--- config.mk ---
export PLATFORM = sky130hd
export DESIGN_NAME = checkpoint_restore_engine
export DESIGN_NICKNAME = d
export VERILOG_FILES = /design/src/rtl/checkpoint_restore_engine.sv
export SDC_FILE = /design/constraint.sdc
export NUM_CORES = 2
export LEC_CHECK = 0
export BUFFER_PORTS_ARGS = -buffer_cell sky130_fd_sc_hd__buf_2
export CAP_MARGIN = 20
export CELL_PAD_IN_SITES_DETAIL_PLACEMENT = 1
export CELL_PAD_IN_SITES_GLOBAL_PLACEMENT = 1
export CORE_UTILIZATION = 50
export CTS_CLUSTER_SIZE = 24
export DETAILED_ROUTE_END_ITERATION = 7
export PLACE_DENSITY = 0.75
export SYNTH_ARGS = -nofsm -noshare
export SYNTH_HDL_FRONTEND = slang
export SYNTH_SLANG_ARGS = --single-unit
--- constraint.sdc ---
create_clock -name clk -period 9.1 [get_ports clk]
set_input_delay 1.82 -clock clk [delete_from_list [all_inputs] [get_ports clk]]
set_output_delay 1.82 -clock clk [all_outputs]
set_load 0.005 [all_outputs]
--- src/rtl/checkpoint_restore_engine.sv ---
// Dual-bank architectural checkpoint engine: saves x1..xN-1 plus PC,
// and replays the last complete checkpoint into the regfile on recovery.
module checkpoint_restore_engine #(
  parameter int              XLEN     = 32,
  parameter int              NREGS    = 32,
  parameter logic [XLEN-1:0] PC_RESET = 32'h0000_0000
) (
  input  logic            clk,
  input  logic            reset,
  input  logic            recover_cpu,
  input  logic            freeze_cpu,
  input  logic            ckpt_req,
  input  logic [XLEN-1:0] cpu_pc,
  output logic [4:0]      rf_rd_addr,
  input  logic [XLEN-1:0] rf_rd_data,
  output logic            rf_we,
  output logic [4:0]      rf_wa,
  output logic [XLEN-1:0] rf_wd,
  output logic            pc_load,
  output logic [XLEN-1:0] pc_value,
  output logic            ckpt_busy,
  output logic            ckpt_valid,
  output logic            no_ckpt,
  output logic            recovery_done
);

  localparam logic [4:0] LAST = 5'(NREGS - 1);

  typedef enum logic [2:0] {
    IDLE,
    SAVE,
    RESTORE,
    LOADPC,
    DONE,
    HOLD
  } state_e;

  state_e     state_q, state_d;
  logic [4:0] idx_q, idx_d;
  logic       act_q, act_d;
  logic       ckv_q, ckv_d;
  logic       no_ckpt_q, no_ckpt_d;
  logic       rec_q, rec_d;
  logic       rec_edge;
  logic       bank_we;
  logic       spc_we;

  logic [XLEN-1:0] bank_q [2][NREGS];
  logic [XLEN-1:0] spc_q  [2];

  assign rec_edge = recover_cpu & ~rec_q;
  assign rec_d    = recover_cpu;

  always_comb begin
    state_d   = state_q;
    idx_d     = idx_q;
    act_d     = act_q;
    ckv_d     = ckv_q;
    no_ckpt_d = no_ckpt_q;
    bank_we   = 1'b0;
    spc_we    = 1'b0;
    unique case (state_q)
      IDLE: begin
        if (rec_edge) begin
          state_d   = RESTORE;
          idx_d     = 5'd1;
          no_ckpt_d = ~ckv_q;
        end else if (ckpt_req && !freeze_cpu) begin
          spc_we  = 1'b1;
          state_d = SAVE;
          idx_d   = 5'd1;
        end
      end
      SAVE: begin
        // abort leaves the active bank as the last complete checkpoint
        if (rec_edge) begin
          state_d   = RESTORE;
          idx_d     = 5'd1;
          no_ckpt_d = ~ckv_q;
        end else begin
          bank_we = 1'b1;
          if (idx_q == LAST) begin
            act_d   = ~act_q;
            ckv_d   = 1'b1;
            state_d = IDLE;
            idx_d   = 5'd0;
          end else begin
            idx_d = idx_q + 5'd1;
          end
        end
      end
      RESTORE: begin
        if (idx_q == LAST) begin
          state_d = LOADPC;
          idx_d   = 5'd0;
        end else begin
          idx_d = idx_q + 5'd1;
        end
      end
      LOADPC: state_d = DONE;
      DONE:   state_d = HOLD;
      HOLD: begin
        if (!recover_cpu) begin
          state_d = IDLE;
        end
      end
      default: state_d = IDLE;
    endcase
  end

  always_ff @(posedge clk or negedge reset) begin
    if (!reset) begin
      state_q   <= IDLE;
      idx_q     <= 5'd0;
      act_q     <= 1'b0;
      ckv_q     <= 1'b0;
      no_ckpt_q <= 1'b0;
      rec_q     <= 1'b0;
    end else begin
      state_q   <= state_d;
      idx_q     <= idx_d;
      act_q     <= act_d;
      ckv_q     <= ckv_d;
      no_ckpt_q <= no_ckpt_d;
      rec_q     <= rec_d;
    end
  end

  // shadow storage is masked by ckv_q, so it needs no reset
  always_ff @(posedge clk) begin
    if (bank_we) begin
      bank_q[~act_q][idx_q] <= rf_rd_data;
    end
    if (spc_we) begin
      spc_q[~act_q] <= cpu_pc;
    end
  end

  always_comb begin
    rf_rd_addr    = idx_q;
    ckpt_busy     = (state_q == SAVE);
    rf_we         = (state_q == RESTORE);
    pc_load       = (state_q == LOADPC);
    recovery_done = (state_q == DONE);
    rf_wa         = 5'd0;
    rf_wd         = '0;
    pc_value      = '0;
    if (rf_we) begin
      rf_wa = idx_q;
      if (ckv_q) begin
        rf_wd = bank_q[act_q][idx_q];
      end
    end
    if (pc_load) begin
      pc_value = ckv_q ? spc_q[act_q] : PC_RESET;
    end
  end

  assign ckpt_valid = ckv_q;
  assign no_ckpt    = no_ckpt_q;

endmodule

After elaboration in Yosys (flattened, before gate mapping). Memories as Yosys holds them, arrays and structs flattened. Index checks and enable logic that the tools add are counted.

Register bits: 12. Memories kept: 2. Bits in writable memories: 2112. Output and inout bits: 80. Word-level logic and storage cells: 68. Input bits: 69.

Reduce and logical (&&, ||, !) cells: 10. $lt $le $gt $ge: 2. Multiplexer cells: 31. Equality and inequality tests: 10. Bitwise logic cells: 6. Add/sub/neg operators: 1.

Memories: bank_q (depth 2, width 1024, rd ports 1, clocked after memory_dff 0, wr ports 1, RTL line 48) `logic [XLEN-1:0] bank_q [2][NREGS];`; spc_q (depth 2, width 32, rd ports 1, clocked after memory_dff 0, wr ports 1, RTL line 49) `logic [XLEN-1:0] spc_q [2];`.

Operator list (number): $mux 1024 (1); $mux 32 (7); $bmux 32 s5 (1); $demux 32 s5 (1); $mux 5 (5); $mux 3 (6); $pmux 3 s6 (1); $pmux 5 s3 (1); $mux 1 (8); $eq 3x2->1 const B (2); $eq 3x3->1 const B (2); $ge 6x6->1 const B (1); $lt 6x1->1 const B (1); $not 5->6 (1); $add 5x1->5 const B (1); $eq 5x5->1 const B (1); $not 1->1 (4); $reduce_and 2->1 (2); $reduce_and 4->1 (1); $eq 3x1->1 const B (1); $logic_not 3->1 (1); $ne 3x1->1 const B (1); $ne 3x3->1 const B (1); $reduce_and 3->1 (1); 7 further kinds (8).

Depth between registers and ports, before layout.
Depth in word-level cells: 7. Gate-level depth with buffers: 12. Mapped depth without buffers: 8.

Least setup slack after synthesis. Ideal clock, no wire load.

Kind: input to register. From: input port recover_cpu. To: memory bank_q[0][0] (netlist name) (enable). Path slack: 4.718 ns. Buffers on the path: 1. Setup time: 0.421 ns. Required time: 8.679 ns. Arrival: 3.960 ns. Stages on the path: 5. Cell sequence: nor2b_1 > clkbuf_1 > nor3_1 > nand2_1 > nor2_1.

Cells in the longest elaborated chain, start to end: 5.

Ends and longest elaborated chain: start: declaration (RTL line 10) `input logic recover_cpu,`; $and 1x1->1 (RTL line 51) `assign rec_edge = recover_cpu & ~rec_q;`; $mux 1 (RTL line 76) `if (rec_edge) begin`; $mux 1 (RTL line 62) `unique case (state_q)`; $mux 1 (RTL line 131) `if (bank_we) begin`; $mux 1024 (implied by the code) (RTL line 132) `bank_q[~act_q][idx_q] <= rf_rd_data;`; end: declaration (RTL line 48).

Every way passes these cells.

Worst setup path after layout.
From: register idx_q[1] (netlist: rf_rd_addr[1]). To: output port rf_wd[30].

Cells in the longest elaborated chain, start to end: 6.

Ends and longest elaborated chain: start: declaration (RTL line 39) `logic [4:0] idx_q, idx_d;`; start signal: assignment (RTL line 121) `idx_q <= idx_d;`; $not 5->6 (implied by the code) (RTL line 151) `rf_wd = bank_q[act_q][idx_q];`; $bmux 32 s5 (RTL line 151); $mux 32 (implied by the code) (2 in a row) (RTL line 151); $mux 32 (RTL line 150) `if (ckv_q) begin`; $mux 32 (RTL line 148) `if (rf_we) begin`; end: declaration (RTL line 18) `output logic [XLEN-1:0] rf_wd,`.

Every way passes these cells. The select of a mux whose other input is x is not followed.

==> results.txt <==
----------------------------------------------------
[Status]
  Result of the run ... complete, no violations

[Floorplanning]
  Height of the chip ... 405 µm
  Core Footprint ... 0.161 mm²
  Number of placement rows ... 147
  Top-Level Pins ... 149
  Horizontal die dimension ... 405 µm
  Die outline area ... 0.164 mm²
  Initial standard-cell utilization of the core ... 0.505

[Synthesis]
  Post-Synthesis Cells ... 3721
  Area share of the largest cell type after synthesis ... 0.779
  Biggest area contributors in the synthesized netlist ... edfxtp_1 78%, mux4_2 13%, mux2i_1 3.2%
  Number of flops mapped to enable cells by yosys ... 2112
  Synth Register Bits ... 2124
  Number of distinct library cells after synthesis ... 55
  Total of warnings raised by yosys ... 0
  Most used DFF post-synth ... edfxtp_1
  Cell area after synthesis ... 0.0814 mm²
  Share of the yosys chip area belonging to registers ... 0.783
  Mean instance size in the synthesized netlist ... 21.9 µm²
  Fraction of synthesis flops using an asynchronous set or reset pin ... 0.00565
  Post-synth top area cell ... edfxtp_1
  Syn nets ... 3795

[Placement]
  Routability congestion estimate ... 0.830
  HPWL Detailed ... 139000 µm
  Placement Cell Area ... 0.0854 mm²
  Number of buffers added on ports ... 148
  Pre-CTS setup slack ... 3300 ps

[Global routing]
  Overflow left after global routing ... 0
  Pin count of the biggest net entering global routing ... 139
  Overall Global Routing Usage ... 0.303
  First-pass GRT wire length ... 339000 µm
  Via count of the first global-routing pass ... 43100
  Initial antenna violation count ... 15

[STA]
  RSZ-0062 raised after global routing ... false
  Worst max-slew margin expressed relative to the limit ... 0.110
  Min cycle time layout ... 6670 ps
  Tightest Pin Transition ... 1340 ps
  Max Freq ... 0.150 GHz
  Final critical-path share of the clock period ... 0.733
  Final setup slack of the worst path ... 2430 ps
  Maximum clock skew at final layout ... 40.9 ps
  Hold Worst Slack ... 483 ps
  Setup TNS ... 0 ps
  Final-report setup violation count ... 0
  Max Transition Viols Final ... 0
  Final-report hold violation count ... 0

[Pwr]
  Static leakage ... 29.8 nW
  Switch Pwr ... 6.23 mW
  Cell Pwr Density ... 250 mW/mm²
  Gate power share ... 0.164
  Relative contribution of the clock network to total power ... 0.355
  Worst IR Drop VDD ... 0.192 mV
  Share of total power in sequential cells ... 0.481
  Int Power ... 16.8 mW
  Net switching fraction of the power ... 0.271

[Drt]
  Total routed wirelength ... 247000 µm
  Remaining routing DRC violations ... 0
  Detailed-router iteration count before antenna repair ... 6
  Initial drt markers ... 6777
  Vias per cell ... 6.70
  Count of vias placed by the detailed router ... 42400
  WL/cell ... 39.0 µm
  Final ANT Viol Nets ... 0

[Setup path]
  Terminus of the critical flop-to-flop path ... bank_q[1][653]$_DFFE_PP_
  Largest incremental delay on the critical path ... 860 ps
  Crit. path cell count ... 7
  Critical Path AT ... 4850 ps
  Worst Setup Start Kind ... flip-flop
  CP max-delay cell ... buf_4
  Required time worst endpoint ... 7280 ps
  Buffer and inverter count on the worst path ... 3
  Register-to-register path setup slack ... 3470 ps
  Number of cells on the worst reg-to-reg path ... 6
  Category of the worst setup path capture point ... primary output
  Worst path top cell family by delay ... buffers and inverters
  Setup Crit Path Kind ... reg -> out
  Worst-path maximum fanout ... 64
  Worst setup startpoint ... rf_rd_addr[1]$_DFFE_PN0P_
  FF-to-FF Start ... rf_rd_addr[1]$_DFFE_PN0P_
  End point of the critical path ... rf_wd[30]
  Critical-path cell list ... inv_8 -> buf_4 -> nor2_1 -> nor3_1 -> nor4_1 -> a21oi_1 -> buf_2

[CTS]
  Cts hold-fix bufs ... 0
  Deepest clock path buffer count ... 3
  Clock edge transition at the registers on the reported setup and hold paths ... 60 ps
  Clk sinks ... 2124
  Clock network latency to the later pin of the worst-skew pair ... 850 ps
  Post CTS Setup Buffer Count ... 0
  CTS root buffer ... clkbuf_16
  Number of gates given a new drive strength after cts ... 0
  CTS tree ... yes
  Clock H-tree levels ... 4
  CTS buffer count ... 207

[Finish]
  Layout Nets ... 4082
  Share of layout cells above drive strength 1 ... 0.267
  Area grow syn2layout ... 13.2%
  Post-route cell area ... 0.0921 mm²

[Job]
  Max-cap violations ... 0

[Worst hold path]
  Hold Path Class ... reg -> reg

----------------------------------------------------
per-stage QoR:
stage	power [mW]	cells	utilization
after CTS	23.0	6308	0.569
after floorplan	13.4	3721	-
after detailed placement	14.9	5938	0.530
after global routing	23.5	6329	0.572
after global placement	14.8	5937	0.530
final	23.0	6333	0.572
sequential cells by signal (all words and copies together) (netlist names):
name	cells
no_ckpt	1
rf_rd_addr	5
spc_q	64
state_q	3
bank_q	2048
act_q	1
rec_q	1
ckpt_valid	1
power groups by stage:
stage                     registers, mW  logic [mW]  clock network, mW
after floorplan                    11.1        2.27                  0
after global placement             11.2        3.58                  0
after detailed placement           11.3        3.66                  0
after CTS                          11.1        3.70               8.21
after global routing               11.1        3.90               8.50
final                              11.1        3.77               8.16
logic make-up (layout without fill, tap and decap cells):
logic type,after synthesis,count (layout),synth area share
muxes,728,728,0.160
DFF,2124,2124,0.783
xor gates and xnor gates,1,1,0.000108
and+or+nand+nor,351,351,0.0186
AOI/OAI and AO/OA,301,301,0.0249
buffers and inverters,211,659,0.0125
adders and majority gates,5,5,0.000769
other,0,4,0
cells in the mapped netlist (all sizes together), types with 3 or more instances:
| master | number |
|---|---|
| mux2i | 263 |
| a221oi | 14 |
| nand3 | 19 |
| a21oi | 74 |
| edfxtp | 2112 |
| a22o | 20 |
| nand2b | 8 |
| a32oi | 4 |
| nor2b | 10 |
| dfrtp | 12 |
| a31oi | 14 |
| nor4 | 11 |
| o21ai | 19 |
| a211oi | 6 |
| a221o | 5 |
| a22oi | 64 |
| inv | 6 |
| or2 | 3 |
| nand2 | 108 |
| clkbuf | 101 |
| and2 | 12 |
| mux4 | 459 |
| o22ai | 53 |
| nor2 | 154 |
| mux2 | 6 |
| ha | 5 |
| nor3 | 9 |
| buf | 104 |
| o211ai | 9 |
| and3 | 10 |
per-layer routing:
metal | global-route usage | wire length (µm)
met4 | 0.123 | 10500
met3 | 0.0732 | 28300
met5 | 0 | 55
met2 | 0.475 | 117000
met1 | 0.411 | 91000
layout make-up:
class	instances	area, µm²
fillers	13600	69000
flip-flops and latches	2124	63700
multi-input cells	1386	17200
clock buffers	257	5430
well taps	2160	2700
repair buffers	283	2160
clock inverters	113	870
inverters	6	30.0
diodes	4	10.0
placed cells by master, fill, tap and decap left out, types with 10 or more instances in the layout:
master     synthesis  final
o22ai_1           53     53
clkinv_2           0     39
a22o_1            20     20
edfxtp_1        2112   2112
and2_1            12     11
buf_4             22    104
buf_2             52    148
nand2_1          108    105
clkinv_1           0     47
a22oi_1           64     64
a21oi_1           74     74
clkbuf_16          0    210
and3_1            10     10
a31oi_1           14     14
o21ai_0           19     19
a221oi_1          14     14
nor2_4             0     65
clkbuf_1         101     47
mux2i_1          263    263
nor4_1            11     11
mux4_2           459    459
nand3_1           19     18
buf_12             0     29
nor2_1           154     82
worst register-to-register path, delay by kind of cell, from the launching register on:
| family | cells | cell delay (ps) |
|---|---|---|
| fa+ha+maj | 1 | 560 |
| buf+inv | 3 | 1890 |
| simple gates | 2 | 1880 |
| flops | 1 | 910 |
worst min-delay path by stage:
stage	cells after the start	endpoint	start	slack, ps
CTS	2	no_ckpt$_DFFE_PN0P_	no_ckpt$_DFFE_PN0P_	490
global placement	2	no_ckpt$_DFFE_PN0P_	no_ckpt$_DFFE_PN0P_	460
global route	2	no_ckpt$_DFFE_PN0P_	no_ckpt$_DFFE_PN0P_	550
finish	2	no_ckpt$_DFFE_PN0P_	no_ckpt$_DFFE_PN0P_	480
floorplan	2	no_ckpt$_DFFE_PN0P_	no_ckpt$_DFFE_PN0P_	470
detailed placement	2	no_ckpt$_DFFE_PN0P_	no_ckpt$_DFFE_PN0P_	480
Power figures use the tool's default switching activity.
